===== config.mk =====
export PLATFORM = sky130hd
export DESIGN_NAME = manchester_frame_decoder
export DESIGN_NICKNAME = d
export VERILOG_FILES = /design/src/rtl/manchester_frame_decoder.sv
export SDC_FILE = /design/constraint.sdc
export NUM_CORES = 1
export LEC_CHECK = 0
export ABC_AREA = 1
export BUFFER_PORTS_ARGS = -buffer_cell sky130_fd_sc_hd__buf_2
export CAP_MARGIN = 20
export CORE_ASPECT_RATIO = 0.9
export CORE_MARGIN = 4
export CORE_UTILIZATION = 61
export CTS_BUF_LIST = sky130_fd_sc_hd__clkbuf_2
export DETAILED_ROUTE_END_ITERATION = 8
export GPL_TIMING_DRIVEN = 0
export PLACE_DENSITY = 0.92
export SLEW_MARGIN = 0
export SYNTH_ARGS = -nofsm -noshare
export SYNTH_HDL_FRONTEND = slang
export SYNTH_SLANG_ARGS = --single-unit

===== constraint.sdc =====
create_clock -name sqwv -period 5 [get_ports sqwv]
set_clock_uncertainty 0.15 [all_clocks]
set_input_delay 1 -clock sqwv [delete_from_list [all_inputs] [get_ports sqwv]]
set_output_delay 1 -clock sqwv [all_outputs]
set_load 0.05 [all_outputs]

===== src/rtl/manchester_frame_decoder.sv =====
// Manchester frame decoder: arm, capture FRAME_BITS half-bit pairs, hold frame until ack.
// Define MANCHESTER_ERRCHK_EN to flag half-pair violations on err and abort the frame.
module manchester_frame_decoder #(
  parameter int FRAME_BITS = 45,
  parameter bit POLARITY   = 1'b0,
  parameter bit MSB_FIRST  = 1'b1
) (
  input  logic                              sqwv,
  input  logic                              rst_n,
  input  logic                              half_tick,
  input  logic                              half_bit,
  input  logic                              arm,
  input  logic                              ack,
  output logic [FRAME_BITS-1:0]             decoded,
  output logic                              done,
  output logic                              busy,
  output logic                              err,
  output logic [$clog2(FRAME_BITS+1)-1:0]   bit_count
);
  localparam int CW = $clog2(FRAME_BITS+1);
  localparam logic [CW-1:0] LAST = CW'(FRAME_BITS-1);

  typedef enum logic [1:0] {IDLE, HALF0, HALF1, DONE} state_t;

  state_t          state;
  logic            prev_tick;
  logic            first_half;
  logic            ev;
  logic            dbit;
  logic [CW-1:0]   idx;
  logic [FRAME_BITS-1:0] mask;

  // Either edge of half_tick is a sample event, seen one cycle after it happens.
  assign ev = half_tick ^ prev_tick;

  always_comb begin
    dbit = first_half ^ POLARITY;
    idx  = MSB_FIRST ? (LAST - bit_count) : bit_count;
    mask = FRAME_BITS'(1) << idx;
  end

`ifdef MANCHESTER_ERRCHK_EN
  logic err_q;
  assign err = err_q;
`else
  assign err = 1'b0;
`endif

  always_ff @(posedge sqwv or negedge rst_n) begin
    if (!rst_n) begin
      state      <= IDLE;
      decoded    <= '0;
      done       <= 1'b0;
      busy       <= 1'b0;
      bit_count  <= '0;
      prev_tick  <= 1'b0;
      first_half <= 1'b0;
`ifdef MANCHESTER_ERRCHK_EN
      err_q      <= 1'b0;
`endif
    end else begin
      prev_tick <= half_tick;
      case (state)
        IDLE: if (arm) begin
          state     <= HALF0;
          busy      <= 1'b1;
          decoded   <= '0;
          bit_count <= '0;
`ifdef MANCHESTER_ERRCHK_EN
          err_q     <= 1'b0;
`endif
        end
        HALF0: if (ev) begin
          first_half <= half_bit;
          state      <= HALF1;
        end
        HALF1: if (ev) begin
`ifdef MANCHESTER_ERRCHK_EN
          // A valid bit always has a mid-bit transition; equal halves abort the frame.
          if (half_bit == first_half) begin
            err_q <= 1'b1;
            busy  <= 1'b0;
            state <= IDLE;
          end else
`endif
          begin
            // Each index is written once per frame after the arm-time clear, so OR suffices.
            decoded   <= decoded | (dbit ? mask : '0);
            bit_count <= bit_count + 1'b1;
            if (bit_count == LAST) begin
              state <= DONE;
              busy  <= 1'b0;
              done  <= 1'b1;
            end else begin
              state <= HALF0;
            end
          end
        end
        DONE: if (ack) begin
          state <= IDLE;
          done  <= 1'b0;
        end
        default: state <= IDLE;
      endcase
    end
  end
endmodule


# Yosys cells after proc, flatten, opt, wreduce, memory -nomap -nowiden
# Cells that the tools add are included.
# op_classes
n_bitwise,2
n_shift,1
n_eq_ne,9
n_reduce_logical,8
add_sub_neg,2
n_mux,21
# ops
operator,count
$mux 45,3
$pmux 45 s2,1
$or 45x45->45,1
$shl 1x6->45 const A,1
$mux 6,2
$pmux 6 s2,1
$reduce_and 4->1,3
$mux 2,5
$ne 2x2->1 const B,5
$pmux 2 s4,1
$add 6x1->6 const B,1
$eq 6x6->1 const B,1
$mux 1,6
$sub 6x6->6 const A,1
$eq 2x2->1 const B,2
$pmux 1 s2,2
$reduce_bool 2->1,2
$reduce_and 3->1,1
$eq 2x1->1 const B,1
$logic_not 2->1,1
$reduce_and 2->1,1
$xor 1x1->1,1
# totals
reg_bits,57
in_bits,6
word_cells,50
output_inout_bits,54

# Longest topological paths before layout
# Gate-level depths: netlist of the first run.
# depth
ltp_word,6
depth_mapped,10
ltp_nobuf,8

# Worst setup path after synthesis of the first run
# No wires, ideal clock.
# synth_timing
path_type,register -> register
startpoint,register bit_count[1]
endpoint,register decoded[10]
n_path_buf,2
required_ns,4.708
path_slack_ns,2.715
path_stages_with_launch,10
setup_ns,0.142
arrival_ns,1.994
path_cell_list,dfrtp_1 > inv_1 > ha_1 > nor2_2 > xor2_1 > nor2_4 > buf_6 > buf_12 > nand3_2 > a21oi_2
# synth_via
elab_chain_cells,6
# synth_rtl
element,line,rtl
start: declaration,18,output logic [$clog2(FRAME_BITS+1)-1:0] bit_count
start signal: assignment,89,bit_count <= bit_count + 1'b1;
$sub 6x6->6,38,idx = MSB_FIRST ? (LAST - bit_count) : bit_count;
$shl 1x6->45,39,mask = FRAME_BITS'(1) << idx;
$mux 45,88,decoded <= decoded | (dbit ? mask : '0);
$or 45x45->45,88,
$mux 45,77,HALF1: if (ev) begin
$pmux 45 s2,63,case (state)
end signal: assignment,88,
end: declaration,14,"output logic [FRAME_BITS-1:0] decoded,"
# No other way between the ends. The select of a mux whose other input is x is not followed.
# A chain may end at the register's enable or synchronous reset.

# Worst setup path in the final report of the first run
# layout_timing
startpoint,register bit_count[0]
endpoint,output port bit_count[0]
# No word-level cell between the ends.

==> results.txt, run 1 <==
The flow ran to the end, and the final reports show no timing, DRC or antenna violations. The logs give 2,481 for the total via count after detailed routing and 334 for the number of nets in the synthesized netlist. In the final layout, flip-flops and latches occupy 1430 µm². Yosys printed 0 warnings. Counting every instance in the synthesized netlist gives 322. The worst setup path is launched from a flop. Setup repair after global routing left no endpoint under its margin.

The aggregate global routing overflow is 0. The signal on the critical path passes through buf_2. Clock-pin slew was measured on the worst setup and hold paths at 0.16 ns. TritonCTS built the clock tree.

Summed over all instances, the cell type with the most area after synthesis is sky130_fd_sc_hd__dfrtp_1. The type of the worst setup path is flop to primary output. The number of buffers created by CTS is 9. The min-delay analysis places its worst path in the category flop to flop. The startpoint of the tightest hold check path is busy. Slew at the pin closest to its max-slew limit: 0.716 ns. The logs give 0.500 for the sequential fraction of the synthesis area and 0 for the final antenna diode count. In this design, the stage delay of the slowest critical-path cell is 0.53 ns. Before antenna repair, the detailed router went through 6 iterations. The relative area change from synthesis to final layout came out at 18.1%. Once placement finished, the instance area stood at 3240 µm².

In this run the tool buffered the top-level ports with 58 buffer cells. The hold buffer count at CTS came out at 0. Total power density per cell area: 429 nW/µm².

The tools report the buffer levels on the longest clock path as 2. The floorplan step defined a die boundary enclosing 5840 µm². Max-cap violations in this run came to 0. The arrival time at the worst endpoint is 1.33 ns. The logs give 0 for the initial antenna violation count and 0 for the count of cells resized by post-cts repair. STA classifies the critical path endpoint as a primary output.

The congestion estimate from routability-driven global placement came to 0.863. Yosys attributes the largest share of cell area to sky130_fd_sc_hd__dfrtp_1 50%, sky130_fd_sc_hd__a21oi_1 8.8%, sky130_fd_sc_hd__nand3_1 7.5%, sky130_fd_sc_hd__inv_1 7.5%, sky130_fd_sc_hd__nand3_2 3.5%. The number of hold violations in the final report came out at 0. The average instance area after synthesis was 8.87 µm².

The tools report the worst-skew pair later-pin latency as 0.49 ns. Yosys mapped the design onto 28 distinct sky130hd cell types. After synthesis the cells add up to 2860 µm². Kind of cell adding the most delay to the critical path: flip-flops.

Via count of the first global-routing pass: 2,385. Once layout is done, the placed cells without fillers occupy 3370 µm². After synthesis the netlist holds a flip-flop and latch count of 57. The tools report the standard cell core area as 4490 µm². After detailed routing, the average wire length per cell comes to 14.6 µm. The max-slew violation total from the final report is 0. From bottom edge to top edge, the die measures 72.9 µm.

The number of setup violations in the final report was 0; the worst-case headroom to the max-slew limit was 0.523. The sum of buffers and inverters on the critical path is 1. The net count of the finished layout is 404. The total length of routed wires is 6.69 mm, and the share of synthesized registers carrying an async set or reset is 1.00.

The logs give 336 µV for the peak ir drop on the vdd network and 0 for the residual DRC count. The slowest stage of the critical path belongs to the cell sky130_fd_sc_hd__dfrtp_1. The run gives 338 as the filler cell count in the final layout. The cell at the root of the clock tree is sky130_fd_sc_hd__clkbuf_2. For the leakage power, the log shows 1.66 nW. The total global-route track usage was 0.248.

In the final timing run, aggregate negative setup slack is 0 ns. The tools report the critical path startpoint as bit_count[0]. For the number of nets still failing antenna checks after routing, the log shows 0. The number of enable-type register cells in the synthesized netlist was 0; the initial standard-cell utilization of the core was 0.636.

The portion of synthesized cell area occupied by the leading cell type is 0.500, and the number of vias per cell after detailed routing is 5.41. The number of top-level pins was 60; the time the worst path needs with I/O delays and setup was 2.48 ns. The leading register cell type out of synthesis is sky130_fd_sc_hd__dfrtp_1. For the number of design-rule violations left by the first detailed-router iteration, the log shows 302. In this run the critical register-to-register path is launched from bit_count[1]. The run gives 23 as the total number of placement rows. The share of the cycle needed by the critical path after routing is 0.497. CTS saw 57 sinks.

The share of final-layout standard cells stronger than drive strength 1 came out at 0.307. Static timing analysis puts the maximum clock frequency at 0.403 GHz. The wire-length estimate of the detail-placed layout is 4.87 mm. The H-tree generated during clock tree synthesis spans 3 levels.

The required time of the critical path was 3.85 ns; the largest fanout on the critical path was 8. After clock tree synthesis, the setup repair step added 0 buffers. The multi-input combinational cells in the finished layout cover a total of 1090 µm². The first global-routing pass estimated 11.0 mm of wire. Die width: 80.1 µm. Entering global routing, the biggest net connects 33 pins.
[state kept, by name, summed over array words and instances (netlist names)]
signal / flops
decoded: 45
bit_count: 6
state: 2
busy: 1
dbit: 1
done: 1
prev_tick: 1
[power breakdown]
group          total, W  switching [W]  leakage (nW)  internal [W]
combinational  0.000558       0.000415         0.796      0.000142
clock          0.000342       0.000168        0.0862      0.000174
sequential     0.000548      0.0000456         0.779      0.000502
[metrics by stage]
| step | total power, W | instances | utilization | setup slack, ns | hold slack (ns) |
|---|---|---|---|---|---|
| floorplan | 0.000968 | 322 | - | 2.71 | 0.386 |
| global placement | 0.00108 | 442 | 0.718 | 2.66 | 0.304 |
| detailed placement | 0.00110 | 443 | 0.722 | 2.61 | 0.311 |
| CTS | 0.00144 | 459 | 0.751 | 2.51 | 0.347 |
| global route | 0.00153 | 459 | 0.751 | 2.42 | 0.374 |
| finish | 0.00145 | 459 | 0.751 | 2.52 | 0.352 |
[cells by family after synthesis]
kind of cell,after synthesis,share of synthesized area
fa+ha+maj,6,0.0263
flops,57,0.500
xor+xnor,4,0.0123
compound gates,70,0.137
buf+inv,77,0.117
other cells,1,0.00131
simple gates,107,0.206
[Yosys cell counts (4+ instances only)]
master / instances
sky130_fd_sc_hd__inv_1: 57
sky130_fd_sc_hd__a21oi_2: 10
sky130_fd_sc_hd__nand2_1: 25
sky130_fd_sc_hd__inv_2: 5
sky130_fd_sc_hd__clkbuf_1: 4
sky130_fd_sc_hd__o21ai_0: 9
sky130_fd_sc_hd__nor2_1: 15
sky130_fd_sc_hd__dfrtp_1: 57
sky130_fd_sc_hd__nand3_1: 43
sky130_fd_sc_hd__buf_2: 6
sky130_fd_sc_hd__nand2_2: 4
sky130_fd_sc_hd__ha_1: 6
sky130_fd_sc_hd__nand3_2: 10
sky130_fd_sc_hd__a21oi_1: 50
[routing by layer]
layer,global-route usage,part of all wire,vias up
met3,0.0593,0.092,30
met4,0.135,0.033,0
met5,0,0,-
met2,0.387,0.46,133
li1,-,-,1171
met1,0.320,0.42,1147
[worst paths after layout]
path / end / slack, ns / depth (start not counted)
setup / recovery: bit_count[0] / 2.52 / 1
hold / removal: busy / 0.35 / 2
setup reg to reg: decoded[44] / 2.70 / 7
max in group asynchronous: decoded[20] / 3.73 / 2
min in group asynchronous: decoded[44] / 0.38 / 1
hold reg to reg: busy / 0.35 / 2
[cell type report]
cell class	instances	area share
multi-input cells	188	0.324
repair buffers	59	0.0920
clock buffers	13	0.0193
well taps	62	0.0230
plain buffers	15	0.0304
flip-flops and latches	57	0.423
inverters	62	0.0690
clock inverters	3	0.0193
[placed cells by master (no fill, tap or decap)]
master                      count
sky130_fd_sc_hd__clkinv_2       1
sky130_fd_sc_hd__nor4_1         1
sky130_fd_sc_hd__nand2_1       25
sky130_fd_sc_hd__o21ai_0        9
sky130_fd_sc_hd__nand2_4        2
sky130_fd_sc_hd__a21oi_2       10
sky130_fd_sc_hd__clkbuf_1       4
sky130_fd_sc_hd__buf_2         64
sky130_fd_sc_hd__buf_12         2
sky130_fd_sc_hd__nor3_1         1
sky130_fd_sc_hd__bufinv_16      2
sky130_fd_sc_hd__a32oi_1        1
sky130_fd_sc_hd__nand4_1        1
sky130_fd_sc_hd__buf_6          2
sky130_fd_sc_hd__nand3_2       10
sky130_fd_sc_hd__inv_1         57
sky130_fd_sc_hd__nor2_2         1
sky130_fd_sc_hd__nand3_1       43
sky130_fd_sc_hd__nor2_4         3
sky130_fd_sc_hd__conb_1         1
sky130_fd_sc_hd__nand2_2        4
sky130_fd_sc_hd__xor2_1         3
sky130_fd_sc_hd__nor2_1        15
sky130_fd_sc_hd__inv_2          5
sky130_fd_sc_hd__xnor2_1        1
sky130_fd_sc_hd__clkbuf_2      13
sky130_fd_sc_hd__a21oi_1       50
sky130_fd_sc_hd__dfrtp_1       57
sky130_fd_sc_hd__buf_4          2
sky130_fd_sc_hd__ha_1           6
sky130_fd_sc_hd__nand3_4        1
(Power assumes the default switching activity.)
==> run 2: changes to the inputs <==
- CORE_UTILIZATION: 61 -> 56
- PLACE_DENSITY: 0.92 -> 0.85
- clock period: 5 -> 2.3 ns (I/O delays scaled with it)
==> run 2 against run 1 <==
Die area up 8.0%. Register-to-register slack got worse by 2.5 ns. Utilization fell by 5.0 points. Setup slack got worse by 2.3 ns. Sequential share of layout area is 0.68 points lower. Cell count rose by 1.1%. Critical path depth up 6. Highest routed layer unchanged.
==> results.txt, run 2 (synthesis gave the netlist of run 1 again) <==
The flow ran to the end, and the final reports show no timing, DRC or antenna violations. The nature of the critical path startpoint was a flop. The required time of the critical path came out at 2.55 ns (-1.30 ns). The tools report the final net count as 406 (+0.50%). For the final weighted congestion in routability-driven placement, the log shows 0.878 (+1.8%). The total met2 wirelength after detailed routing is 2.99 mm (-2.4%). The total via count after detailed routing is 2,432 (-2.0%). The number of setup violations in the final report is 0 (unchanged), and the relative area change from synthesis to final layout is 20.3%.

The standard cell core area was 4890 µm² (+9.0%); the die width was 83.3 µm (+3.9%). For the initial standard-cell utilization of the core, the log shows 0.583 (-0.0527). The tools report the cell at the root of the clock tree as sky130_fd_sc_hd__clkbuf_2.

The tools report the final antenna diode count as 0 (unchanged). Number of top-level pins: 60 (unchanged). In the layout the commonest cells are 64 x sky130_fd_sc_hd__buf_2, 57 x sky130_fd_sc_hd__inv_1, 55 x sky130_fd_sc_hd__dfrtp_1.

In the final layout, the registers with the most flip-flops are decoded x45, bit_count x6, state x2. Residual DRC count: 0 (unchanged). The global-route wire length before repair is 11.0 mm (+0.18%). In this run the worst hold path is classified as input port to flop.

The arrival time at the worst endpoint was 2.34 ns (+1.01 ns). The share of the cycle needed by the critical path after routing works out to 0.909. The total power density per cell area is 934 nW/µm² (+120%).

The slew at the pin closest to its max-slew limit was 0.582 ns (-0.134 ns). The final instance count without filler cells was 464 (+1.1%). Buffer levels on the longest clock path: 2 (unchanged). The tools report the count of placed standard cells including taps as 446 (+0.68%). The library cell used most frequently in the layout, excluding fill and tap cells, is sky130_fd_sc_hd__buf_2. The leakage power came out at 1.66 nW (about the same).

The number of buffers created by CTS was 9 (unchanged). The logs give 0.45 ns (-0.04 ns) for the worst-skew pair later-pin latency and 528 µV (+57%) for the peak ir drop on the vdd network. Number of nets still failing antenna checks after routing: 0 (unchanged). The multi-input combinational cell area is 1130 µm² (+3.0%), and the initial antenna violation count is 0 (unchanged). The die span in y was 75.7 µm (+3.9%); the clock edge transition at the registers on the reported setup and hold paths was 0.16 ns (about the same).

The wire length per cell works out to 14.2 µm (-2.3%). The overall die area was 6310 µm² (+8.0%). The logs give 393 (+16%) for the filler cell count in the final layout and 0.612 (+0.0894) for the worst-case headroom to the max-slew limit. The placed wire-length estimate after detailed placement was 4.82 mm (-1.2%).

The tools report the endpoint kind of the worst setup timing path as a flop. The number of flip-flops in the largest register works out to 45 (unchanged). The share of final-layout standard cells stronger than drive strength 1 was 0.328 (+0.0210). The total global-route track usage is 0.222 (-0.0256).

The logs give 488 µm (-20%) for the met3 wire length and 0.00321 W (+120%) for the total power of the final layout. The maximum number of pins on one net before global-route repair came out at 37 (+12%). Setup repair after global routing left no endpoint under its margin. Total number of placement rows: 24 (+4.3%). The logs give 57 (unchanged) for the count of clock tree sinks and 3.00 mm (+7.6%) for the sum of routed wire segments on met1. For the depth of the CTS H-tree, the log shows 3 (unchanged). The area of all sequential standard cells came out at 1430 µm² (+0.18%). Derived from the worst setup path, the maximum achievable clock frequency is 0.478 GHz. Type of the worst setup path: flop to flop. For the total length of routed wires, the log shows 6.60 mm (-1.3%). The aggregate global routing overflow was 0 (unchanged); the largest fanout on the critical path was 8 (unchanged). The quantity of I/O buffers inserted on ports is 58 (unchanged), and the worst hold slack across all endpoints is 0.0716 ns (-0.281 ns). The number of vias per cell after detailed routing is 5.24 (-3.0%), and the number of design-rule violations left by the first detailed-router iteration is 213 (-29%). The register bank with the most flops was decoded. The tools report the number of hold violations in the final report as 0 (unchanged). Signal routing reaches up to met4. Subtracting the final worst setup slack from the clock period gives 2.09 ns. The max-slew violation total from the final report was 0 (unchanged). For the via count of the first global-routing pass, the log shows 2,340 (-1.9%). TritonCTS built the clock tree. For the length of the first detailed-routing pass in iterations, the log shows 4 (-2). The logs give 0 ns (unchanged) for the final sum of negative setup slack and 0 (unchanged) for the max-capacitance violation count.
-- run 2: final cells by class --
cell class / count / area share
buffer: 15 / 0.0299
clock inverter: 6 / 0.0240
inverter: 62 / 0.0678
tap: 65 / 0.0237
multi-input combinational: 188 / 0.328
timing repair buffer: 61 / 0.0962
clock buffer: 10 / 0.0146
sequential: 57 / 0.416
-- run 2: per-layer routing --
metal	vias to the layer above	track usage
li1	1184	-
met1	1144	0.305
met2	92	0.345
met3	12	0.0454
met4	0	0.107
met5	-	0
-- run 2: repair_timing --
action | in CTS | in global routing
hold buffers | 2 | 0
gates resized for setup | 0 | 10
endpoints found under the setup margin | 0 | 19
endpoints found under the hold margin | 22 | 0
setup buffers | 0 | 0
-- run 2: critical path, stage by stage, from the launching register on --
cell and delay, ns:
sky130_fd_sc_hd__dfrtp_2 0.47, sky130_fd_sc_hd__inv_1 0.12, sky130_fd_sc_hd__ha_1 0.28, sky130_fd_sc_hd__xnor2_1 0.32
sky130_fd_sc_hd__nand2_1 0.17, sky130_fd_sc_hd__a21oi_2 0.26, sky130_fd_sc_hd__nand3_1 0.13, sky130_fd_sc_hd__a21oi_1 0.14
-- run 2: power breakdown --
group          internal, W  switching [W]  total, W
combinational     0.000330       0.000942   0.00127
clock             0.000360       0.000379  0.000739
sequential         0.00110       0.000102   0.00120
total              0.00179        0.00142   0.00321
-- run 2: path summary, 6_finish.rpt --
kind	start	end	slack, ns	cells after the start
setup / recovery	bit_count[1]	decoded[25]	0.21	7
hold / removal	ack	done	0.07	2
setup reg to reg	bit_count[1]	decoded[25]	0.21	7
hold reg to reg	busy	busy	0.37	2
max in group asynchronous	rst_n	decoded[22]	1.11	3
min in group asynchronous	rst_n	decoded[17]	0.32	2
-- run 2: through the flow --
step	util	instance area (µm²)	setup WS (ns)
5_1_grt	0.702	3430	0.0483
4_1_cts	0.695	3400	0.0778
3_3_place_gp	0.659	3230	0.130
6_report	0.702	3430	0.210
3_5_place_dp	0.663	3250	0.106
2_1_floorplan	-	2860	0.0148
